<file path="src/rtl/tlul_mem_responder_pkg.sv">
// Local constants and helpers for the TL-UL memory responder.
package tlul_mem_responder_pkg;

    localparam logic [15:0] LfsrSeed = 16'hACE1;

    function automatic logic addr_misaligned(input logic [1:0] size, input logic [1:0] addr_lo);
        case (size)
            2'd0:    return 1'b0;
            2'd1:    return addr_lo[0];
            default: return addr_lo != 2'b00;
        endcase
    endfunction

    // Fibonacci LFSR, taps 16,14,13,11.
    function automatic logic [15:0] lfsr_next(input logic [15:0] lfsr);
        return {lfsr[14:0], lfsr[15] ^ lfsr[13] ^ lfsr[12] ^ lfsr[10]};
    endfunction

endpackage

</file>
<file path="src/rtl/tlul_pkg.sv">
// TL-UL bus types and opcode enums shared across TL-UL endpoints, plus the
// response-entry layout and full-mask helper used by the memory responder.
package tlul_pkg;

    typedef enum logic [2:0] {
        PutFullData    = 3'h0,
        PutPartialData = 3'h1,
        Get            = 3'h4
    } tl_a_op_e;

    typedef enum logic [2:0] {
        AccessAck     = 3'h0,
        AccessAckData = 3'h1
    } tl_d_op_e;

    typedef struct packed {
        logic        a_valid;
        logic [2:0]  a_opcode;
        logic [1:0]  a_size;
        logic [7:0]  a_source;
        logic [31:0] a_address;
        logic [3:0]  a_mask;
        logic [31:0] a_data;
        logic        d_ready;
    } tl_h2d_t;

    typedef struct packed {
        logic        d_valid;
        logic [2:0]  d_opcode;
        logic [2:0]  d_param;
        logic [1:0]  d_size;
        logic [7:0]  d_source;
        logic [0:0]  d_sink;
        logic [31:0] d_data;
        logic [15:0] d_user;
        logic        d_error;
        logic        a_ready;
    } tl_d2h_t;

    typedef struct packed {
        logic [2:0]  opcode;
        logic [1:0]  size;
        logic [7:0]  source;
        logic [31:0] data;
        logic        error;
    } rsp_entry_t;

    // Byte lanes a PutFullData must carry for its size and low address bits.
    function automatic logic [3:0] full_mask(input logic [1:0] size, input logic [1:0] addr_lo);
        case (size)
            2'd0:    return 4'b0001 << addr_lo;
            2'd1:    return addr_lo[1] ? 4'b1100 : 4'b0011;
            default: return 4'b1111;
        endcase
    endfunction

endpackage

</file>
<file path="src/rtl/tlul_mem_responder_if.sv">
// TL-UL A/D channel bundle between a host and the memory responder.
interface tlul_mem_responder_if;
    import tlul_pkg::*;

    tl_h2d_t tl_i;
    tl_d2h_t tl_o;

    modport host   (output tl_i, input  tl_o);
    modport device (input  tl_i, output tl_o);
endinterface

</file>
<file path="src/rtl/tlul_rsp_fifo.sv">
// In-order response FIFO with saturating occupancy and wrapping pointers.
module tlul_rsp_fifo #(
    parameter int  Depth   = 2,
    parameter type entry_t = logic [7:0],
    parameter int  CntW    = $clog2(Depth + 1)
) (
    input  logic            clk_i,
    input  logic            rst_ni,
    input  logic            push,
    input  entry_t          wdata,
    input  logic            pop,
    output entry_t          rdata,
    output logic            full,
    output logic            empty,
    output logic [CntW-1:0] count
);

    localparam int PtrW = (Depth > 1) ? $clog2(Depth) : 1;

    entry_t          storage [Depth];
    logic [PtrW-1:0] rptr;
    logic [PtrW-1:0] wptr;
    logic            do_push;
    logic            do_pop;

    function automatic logic [PtrW-1:0] ptr_inc(input logic [PtrW-1:0] p);
        return (p == PtrW'(Depth - 1)) ? '0 : p + PtrW'(1);
    endfunction

    assign full    = (count == CntW'(Depth));
    assign empty   = (count == '0);
    assign do_push = push && !full;
    assign do_pop  = pop && !empty;
    assign rdata   = storage[rptr];

    always_ff @(posedge clk_i or negedge rst_ni) begin
        if (!rst_ni) begin
            rptr  <= '0;
            wptr  <= '0;
            count <= '0;
            for (int i = 0; i < Depth; i++) storage[i] <= '0;
        end else begin
            if (do_push) begin
                storage[wptr] <= wdata;
                wptr          <= ptr_inc(wptr);
            end
            if (do_pop) rptr <= ptr_inc(rptr);
            if (do_push && !do_pop)      count <= count + CntW'(1);
            else if (do_pop && !do_push) count <= count - CntW'(1);
        end
    end

endmodule

</file>
<file path="src/rtl/tlul_mem_responder.sv">
// TL-UL device responder backed by a register memory, answering in order.
// Optional random A/D stall under macro TLUL_RESP_STALL_EN.
module tlul_mem_responder
    import tlul_pkg::*;
    import tlul_mem_responder_pkg::*;
#(
    parameter int          AddrWidth = 6,
    parameter logic [31:0] BaseAddr  = 32'h0000_0000,
    parameter int          RspDepth  = 2
) (
    input  logic                 clk_i,
    input  logic                 rst_ni,
    tlul_mem_responder_if.device tl
);

    localparam int Words = 2 ** AddrWidth;
    localparam int CntW  = $clog2(RspDepth + 1);

    tl_h2d_t              req;
    tl_d2h_t              rsp;
    logic [31:0]          mem [Words];
    logic [AddrWidth-1:0] widx;
    logic                 is_get;
    logic                 is_write;
    logic                 err;
    logic                 stall;
    logic                 a_ready;
    logic                 d_valid;
    logic                 accept;
    logic                 pop;
    logic                 fifo_full;
    logic                 fifo_empty;
    logic [CntW-1:0]      fifo_count;
    rsp_entry_t           push_entry;
    rsp_entry_t           head;

    assign req  = tl.tl_i;
    assign widx = req.a_address[AddrWidth+1:2];

    always_comb begin
        is_get   = (req.a_opcode == Get);
        is_write = (req.a_opcode == PutFullData) || (req.a_opcode == PutPartialData);
        err      = 1'b0;
        if (!is_get && !is_write)                                      err = 1'b1;
        if (req.a_size > 2'd2)                                         err = 1'b1;
        if (addr_misaligned(req.a_size, req.a_address[1:0]))           err = 1'b1;
        if (req.a_address[31:AddrWidth+2] != BaseAddr[31:AddrWidth+2]) err = 1'b1;
        if ((req.a_opcode == PutFullData) &&
            (req.a_mask != full_mask(req.a_size, req.a_address[1:0]))) err = 1'b1;
        if (is_write && (req.a_mask == 4'b0000))                       err = 1'b1;
    end

`ifdef TLUL_RESP_STALL_EN
    logic [15:0] lfsr;

    always_ff @(posedge clk_i or negedge rst_ni) begin
        if (!rst_ni) lfsr <= LfsrSeed;
        else         lfsr <= lfsr_next(lfsr);
    end

    assign stall = (lfsr[1:0] == 2'b00);
`else
    assign stall = 1'b0;
`endif

    // Both handshakes derive from registered FIFO occupancy, never from d_ready.
    assign a_ready = !fifo_full && !stall;
    assign d_valid = !fifo_empty && !stall;
    assign accept  = req.a_valid && a_ready;
    assign pop     = d_valid && req.d_ready;

    always_comb begin
        push_entry        = '0;
        push_entry.opcode = is_get ? AccessAckData : AccessAck;
        push_entry.size   = req.a_size;
        push_entry.source = req.a_source;
        push_entry.error  = err;
        if (is_get) push_entry.data = err ? 32'hFFFF_FFFF : mem[widx];
    end

    always_ff @(posedge clk_i or negedge rst_ni) begin
        if (!rst_ni) begin
            for (int i = 0; i < Words; i++) mem[i] <= '0;
        end else if (accept && is_write && !err) begin
            for (int b = 0; b < 4; b++) begin
                if (req.a_mask[b]) mem[widx][8*b +: 8] <= req.a_data[8*b +: 8];
            end
        end
    end

    tlul_rsp_fifo #(
        .Depth   (RspDepth),
        .entry_t (rsp_entry_t)
    ) u_rsp_fifo (
        .clk_i  (clk_i),
        .rst_ni (rst_ni),
        .push   (accept),
        .wdata  (push_entry),
        .pop    (pop),
        .rdata  (head),
        .full   (fifo_full),
        .empty  (fifo_empty),
        .count  (fifo_count)
    );

    always_comb begin
        rsp          = '0;
        rsp.d_valid  = d_valid;
        rsp.d_opcode = head.opcode;
        rsp.d_size   = head.size;
        rsp.d_source = head.source;
        rsp.d_data   = head.data;
        rsp.d_error  = head.error;
        rsp.a_ready  = a_ready;
    end

    assign tl.tl_o = rsp;

    count_bounded: assert property (@(posedge clk_i) disable iff (!rst_ni)
        fifo_count <= CntW'(RspDepth));

endmodule
</file>
<file path="src/flat_wrapper.sv">
// flat-port wrapper written by rule: the top's interface ports become plain ports
module tlul_mem_responder_flat import tlul_pkg::*; import tlul_mem_responder_pkg::*;
#(
    parameter int          AddrWidth = 6,
    parameter logic [31:0] BaseAddr  = 32'h0000_0000,
    parameter int          RspDepth  = 2
)
  (clk_i, rst_ni, tl_tl_i, tl_tl_o);
  tlul_mem_responder_if tl_i ();
  input  logic clk_i;
  input  logic rst_ni;
  input wire logic [$bits(tl_i.tl_i)-1:0] tl_tl_i;
  output wire logic [$bits(tl_i.tl_o)-1:0] tl_tl_o;
  assign tl_i.tl_i = tl_tl_i;
  assign tl_tl_o = tl_i.tl_o;
  tlul_mem_responder #(.AddrWidth(AddrWidth), .BaseAddr(BaseAddr), .RspDepth(RspDepth)) u_core (.clk_i(clk_i), .rst_ni(rst_ni), .tl(tl_i));
endmodule
</file>
<file path="config.mk">
export PLATFORM = sky130hd
export DESIGN_NAME = tlul_mem_responder_flat
export DESIGN_NICKNAME = d
export VERILOG_FILES = /design/src/rtl/tlul_mem_responder_pkg.sv /design/src/rtl/tlul_pkg.sv /design/src/rtl/tlul_mem_responder_if.sv /design/src/rtl/tlul_rsp_fifo.sv /design/src/rtl/tlul_mem_responder.sv /design/src/flat_wrapper.sv
export SDC_FILE = /design/constraint.sdc
export NUM_CORES = 2
export LEC_CHECK = 0
export CORE_MARGIN = 4
export CORE_UTILIZATION = 31
export CTS_BUF_LIST = sky130_fd_sc_hd__clkbuf_4 sky130_fd_sc_hd__clkbuf_8
export CTS_CLUSTER_SIZE = 12
export DETAILED_ROUTE_END_ITERATION = 6
export RECOVER_POWER = 50
export SLEW_MARGIN = 20
export SYNTH_ARGS = -nofsm -noshare
export SYNTH_HDL_FRONTEND = slang
export SYNTH_SLANG_ARGS = --single-unit
export TNS_END_PERCENT = 50
</file>
<file path="constraint.sdc">
create_clock -name clk_i -period 4.9 [get_ports clk_i]
set_input_delay 0.735 -clock clk_i [delete_from_list [all_inputs] [get_ports clk_i]]
set_output_delay 0.735 -clock clk_i [all_outputs]
set_load 0.05 [all_outputs]
</file>
==> Yosys cells after proc, flatten, opt, wreduce, memory -nomap -nowiden <==
Cells that the tools add are included.
{ "classes": {"div_mod_pow": 0, "order_cmp": 6, "reduce_logical": 28, "addsub": 4, "n_mul": 0, "shift": 1, "muxes": 44, "eq_ne": 5, "bitwise": 3} }
{ "op_table": {"columns": ["op", "n"], "rows": [
  ["two-way mux 2048 bit", 7],
  ["bitwise mux 2048 bit", 4],
  ["demux 32 bit (select 6 bit)", 4],
  ["binary-select mux 32 bit (select 6 bit)", 1],
  ["two-way mux 46 bit", 4],
  ["two-way mux 32 bit", 5],
  ["bitwise mux 92 bit", 1],
  ["demux 46 bit (select 1 bit)", 1],
  ["two-way mux 24 bit", 1],
  ["nonzero test 24 bit", 1],
  ["two-way mux 16 bit", 1],
  ["logical AND 1 bit", 13],
  ["two-way mux 1 bit", 9],
  ["two-way mux 8 bit", 1],
  ["case mux 4 bit (2 select lines)", 1],
  [">= comparator 7 bit (second input constant)", 1],
  ["zero test 1 bit", 7],
  ["< comparator 7 x 1 -> 1 bit (second input constant)", 1],
  ["NOT 6 -> 7 bit", 1],
  [">= comparator 2 bit (second input constant)", 2],
  ["zero test 2 bit", 2],
  ["zero test 4 bit", 1],
  ["two-way mux 2 bit", 2],
  ["two-way mux 4 bit", 1],
  ["16 further kinds", 19]
]} }
{ "totals": {"n_memories": 0, "latchBits": 0, "regBits": 2144, "rom_bits": 0, "ram_bits": 0, "in_bits": 85} }

==> Logic depth before layout (Yosys ltp) <==
{ "depth": {"word_depth": 21, "ltp_mapped": 12} }

==> By module <==
From an unflattened synthesis, not the netlist that was laid out.
{ "hier_totals": {"hier_cells": 7031, "hier_area_um2": 102769.8} }
{ "by_module_without_submodules": {"columns": ["mod", "area_each_um2", "instances", "cells_each", "seq_area_each_um2"], "rows": [
  ["tlul_mem_responder", 98379.4, 1, 6768, 51249.2],
  ["tlul_rsp_fifo", 4390.5, 1, 263, 2402.3]
]} }

==> Worst setup path before layout <==
OpenSTA, ideal clock, no wires.
{ "synth_timing": {"kind": "input port to flip-flop", "start": "in tl_tl_i[40]", "end": "reg u_core.u_rsp_fifo.storage[8] (netlist name)", "setup_ps": 136, "stages": 9, "setup_slack_ps": 1913, "path_buffers": 4, "arrival_ps": 2852, "cell_sequence": "buf_4 -> buf_4 -> buf_2 -> buf_2 -> mux4_2 -> a221oi_1 -> nand4_1 -> nor4b_1 -> o21ai_0"} }
{ "synth_via": {"elab_chain_len": 7} }
{ "synth_lines": {"columns": ["element", "line_no", "source"], "rows": [
  ["from (decl)", "flat_wrapper.sv:12", "input wire logic [$bits(tl_i.tl_i)-1:0] tl_tl_i;"],
  ["NOT 6 -> 7 bit (not written as such)", "tlul_mem_responder.sv:78", "if (is_get) push_entry.data = err ? 32'hFFFF_FFFF : mem[widx];"],
  ["binary-select mux 32 bit (select 6 bit)", "tlul_mem_responder.sv:78", null],
  ["two-way mux 32 bit (not written as such) (2 in a row)", "tlul_mem_responder.sv:78", null],
  ["two-way mux 32 bit (2 in a row)", "tlul_mem_responder.sv:78", null],
  ["bitwise mux 92 bit", "tlul_rsp_fifo.sv:44", "storage[wptr] <= wdata;"],
  ["to (signal, indexed assignment)", "tlul_rsp_fifo.sv:44", null],
  ["to (decl)", "tlul_rsp_fifo.sv:20", "entry_t storage [Depth];"]
]} }
No other way between the ends. The select of a mux whose other input is x is not followed.
A chain may end at the register's enable or synchronous reset.

==> Final worst setup path <==
{ "layout_timing": {"start": "reg u_core.u_rsp_fifo.rptr", "end": "out tl_tl_o[49]"} }
{ "layout_via": {"elab_chain_len": 4} }
{ "layout_lines": {"columns": ["element", "line_no", "source"], "rows": [
  ["from (decl)", "tlul_rsp_fifo.sv:21", "logic [PtrW-1:0] rptr;"],
  ["from (signal assigned)", "tlul_rsp_fifo.sv:47", "if (do_pop) rptr <= ptr_inc(rptr);"],
  ["NOT 1 -> 2 bit (not written as such)", "tlul_rsp_fifo.sv:34", "assign rdata = storage[rptr];"],
  ["two-way mux 46 bit (not written as such) (3 in a row)", "tlul_rsp_fifo.sv:34", null],
  ["to (decl)", "flat_wrapper.sv:13", "output wire logic [$bits(tl_i.tl_o)-1:0] tl_tl_o;"]
]} }
No other way between the ends. The select of a mux whose other input is x is not followed.

==> metrics.cfg <==
[setup_path]
cp_max_fo=25
arrival_ps=3800
crit_path_top_delay_cell=dfrtp_2
cp.required_ps=4160
critPathCaptureType=output port
critPathKind=reg -> out
r2r-start=u_core.u_rsp_fifo.count[0]
startpoint=u_core.u_rsp_fifo.rptr
critical_path.endpoint=tl_tl_o[49]
slowest_delay_ps=940
crit_chain=buf_4 -> mux2_2 -> clkdlybuf4s50_1
reg2reg_depth=7
r2r_end=u_core.u_rsp_fifo.storage[3]
startpoint_type=register
reg2reg_slack_ps=1000

[sta]
fin_ws_ps=369
finClkSkew_ps=92.7
worst_pin_slew_ps=3200
fin_crit_sh_pct=92.5
fmax_mhz=221
post-route-min-period_ps=4530
rsz0062_at_grt=no
max_slew_margin_pct=-113
fin_tns_setup_ps=0
setup_violations=0
slew_violations=1229
final-hold-violation-count=0

[power_and_ir_drop]
ir_drop_v=0.000315
leakage_nw=55.9
p_per_area_nw_per_um2=347

[drt]
vias=66000
wirelength_mm=352
drt_pass1_iterations=6
first_iter_violations=6506
drc=0
vias_per_cell=5.55
wire_per_inst_um=29.6
antenna_left=0

[placement]
dp_hpwl_mm=234
finalWeightedCongestion=0.921
preCtsSetupSlack_ps=179
port_buffers=130

[global_route]
grt_overflow=0
grt_start_max_net_pins=144
grt_pass1_wl_mm=508
grt_pass1_vias=68500
track_usage_pct=20.8
antenna_found_initial=26

[floorplan]
die_x_um=575
core_um2=319000
start_util_pct=31.2
die_area_um2=330000
io_pins=153
fp.dieH_um=575
rows=207

[logic_synthesis]
postSynthAreaPerCell_um2=14.3
synth_top_cell_area_share_pct=53.8
synth-edff-count=0
yosys_warnings=0
netlist_area_um2=99600
yosysMostFrequentCell=dfrtp_1
synth-main-ff-cell=dfrtp_1
synth_async_sr_flop_share_pct=100
synth.ff_latch_count=2140
netlist_instances=6958
synth_area_leaders=dfrtp_1, mux2_1, mux4_2, mux2_2, nor2_4
synth.distinct_cells=69
yosys-top-cells-count=dfrtp_1, mux2_1, mux2_2
ys_seq_area_share_pct=53.8
synth_top_cell_by_area=dfrtp_1

[cts]
clockRootBuffer=clkbuf_8
cts_setup_buffers=0
clk_path_buf_depth=4
cts_buffers=382
cts.sinks=2140
worstSkewPairLatency_ps=1110
cts_tree=yes
path_clk_slew_ps=60
htree_levels=5

[cells_and_area]
area_growth_pct=15.7
nets=7418
finish.utilization_pct=36.1
drive_gt1_share_pct=25.4

[flow_run]
drv_cap=20

[run_status]
violations=max-capacitance violations, max-slew violations
status=finished, violations left

[worst_hold_path]
hold_class=in -> reg
whs_path_depth=3

-- how the worst min path moves through the flow --
stage                               endpoint                          start  slack [ps]
2_1_floorplan                  u_core.mem[0]                         rst_ni         440
3_3_place_gp   u_core.u_rsp_fifo.storage[43]  u_core.u_rsp_fifo.storage[43]         450
3_5_place_dp   u_core.u_rsp_fifo.storage[86]  u_core.u_rsp_fifo.storage[86]         460
4_1_cts        u_core.u_rsp_fifo.storage[81]                    tl_tl_i[71]          90
5_1_grt        u_core.u_rsp_fifo.storage[82]                    tl_tl_i[72]         160
6_report       u_core.u_rsp_fifo.storage[81]                    tl_tl_i[71]         190
-- cells by family (layout without fill, tap and decap cells) --
group,count (synthesis),count (layout),synth area share [%]
compound gates,813,813,6.06
flops,2140,2140,53.8
xor+xnor,4,4,0.0352
fa+ha+maj,1,1,0.0126
mux,2666,2666,32.2
other cells,1,31,0.00376
simple gates,754,754,5.12
buf+inv,579,1202,2.78
-- area by class of cell --
type	instances	area [um2]
Fill cell	30400	204000
Sequential cell	2140	53600
Multi-Input combinational cell	4260	43500
Clock buffer	614	7710
Tap cell	4284	5360
Timing Repair Buffer	542	4760
Clock inverter	40	312
Inverter	6	28.8
Antenna cell	9	22.5
-- power by group --
part / switching [W] / internal, W / leakage, nW / total (W)
clock network: 0.00751 / 0.0100 / 4.28 / 0.0176
registers: 0.000229 / 0.0180 / 29.8 / 0.0182
logic: 0.00300 / 0.00125 / 21.8 / 0.00425
total: 0.0107 / 0.0293 / 55.9 / 0.0400
-- state kept, by name, indices dropped and copies added (netlist names) --
| name | flops |
|---|---|
| u_core.mem | 2048 |
| u_core.u_rsp_fifo.count | 2 |
| u_core.u_rsp_fifo.wptr | 1 |
| u_core.u_rsp_fifo.storage | 88 |
| u_core.u_rsp_fifo.rptr | 1 |
-- metal layers --
layer,vias to the layer above,wire length (um),GRT usage [%]
met5,-,241,0.344
met4,14,18000,9.65
met3,769,32400,5.99
met2,3046,155000,31.3
met1,35400,146000,27.7
li1,26700,-,-
-- per-stage QoR --
| stage | hold slack [ps] | cells | cell area [um2] | total power (W) |
|---|---|---|---|---|
| after CTS | 92.1 | 11900 | 115000 | 0.0403 |
| after floorplan | 439 | 6979 | 99700 | 0.0208 |
| after global placement | 455 | 11200 | 107000 | 0.0227 |
| after detailed placement | 459 | 11200 | 107000 | 0.0228 |
| after global routing | 164 | 11900 | 115000 | 0.0414 |
| final | 190 | 11900 | 115000 | 0.0400 |
-- critical path: cells and delay by family (launching register included) --
family	cells	cell delay (ps)
DFF	1	940
buffers and inverters	2	1220
muxes	1	470
-- what timing repair did --
item | in CTS | in global routing
endpoints found under the hold margin | 116 | 0
gates resized for setup | 0 | 0
hold buffers | 3 | 0
-- placed cells by master, fill, tap and decap left out, types with 7 or more instances in the layout --
cell             instances
a211oi_1                13
a21oi_1                 77
a221o_1                 16
a221oi_1               202
a22o_1                  67
a22oi_1                149
a31oi_1                  7
and3_1                   8
buf_12                  50
buf_2                   33
buf_4                  314
clkbuf_1                33
clkbuf_2                 7
clkbuf_4               121
clkbuf_8               496
clkdlybuf4s50_1         94
clkinv_2                28
conb_1                  22
dfrtp_1               2139
diode_2                  9
mux2_1                1920
mux2_2                 354
mux2i_1                186
mux4_2                 206
nand2_1                239
nand3_1                 26
nand4_1                 23
nor2_1                  87
nor2_2                  20
nor2_4                 244
nor3_1                  17
nor4_1                  26
o211ai_1                 7
o21ai_0                 90
o221ai_1                20
o22a_1                   9
o22ai_1                106
No activity file was read; power rests on OpenSTA's default activity.
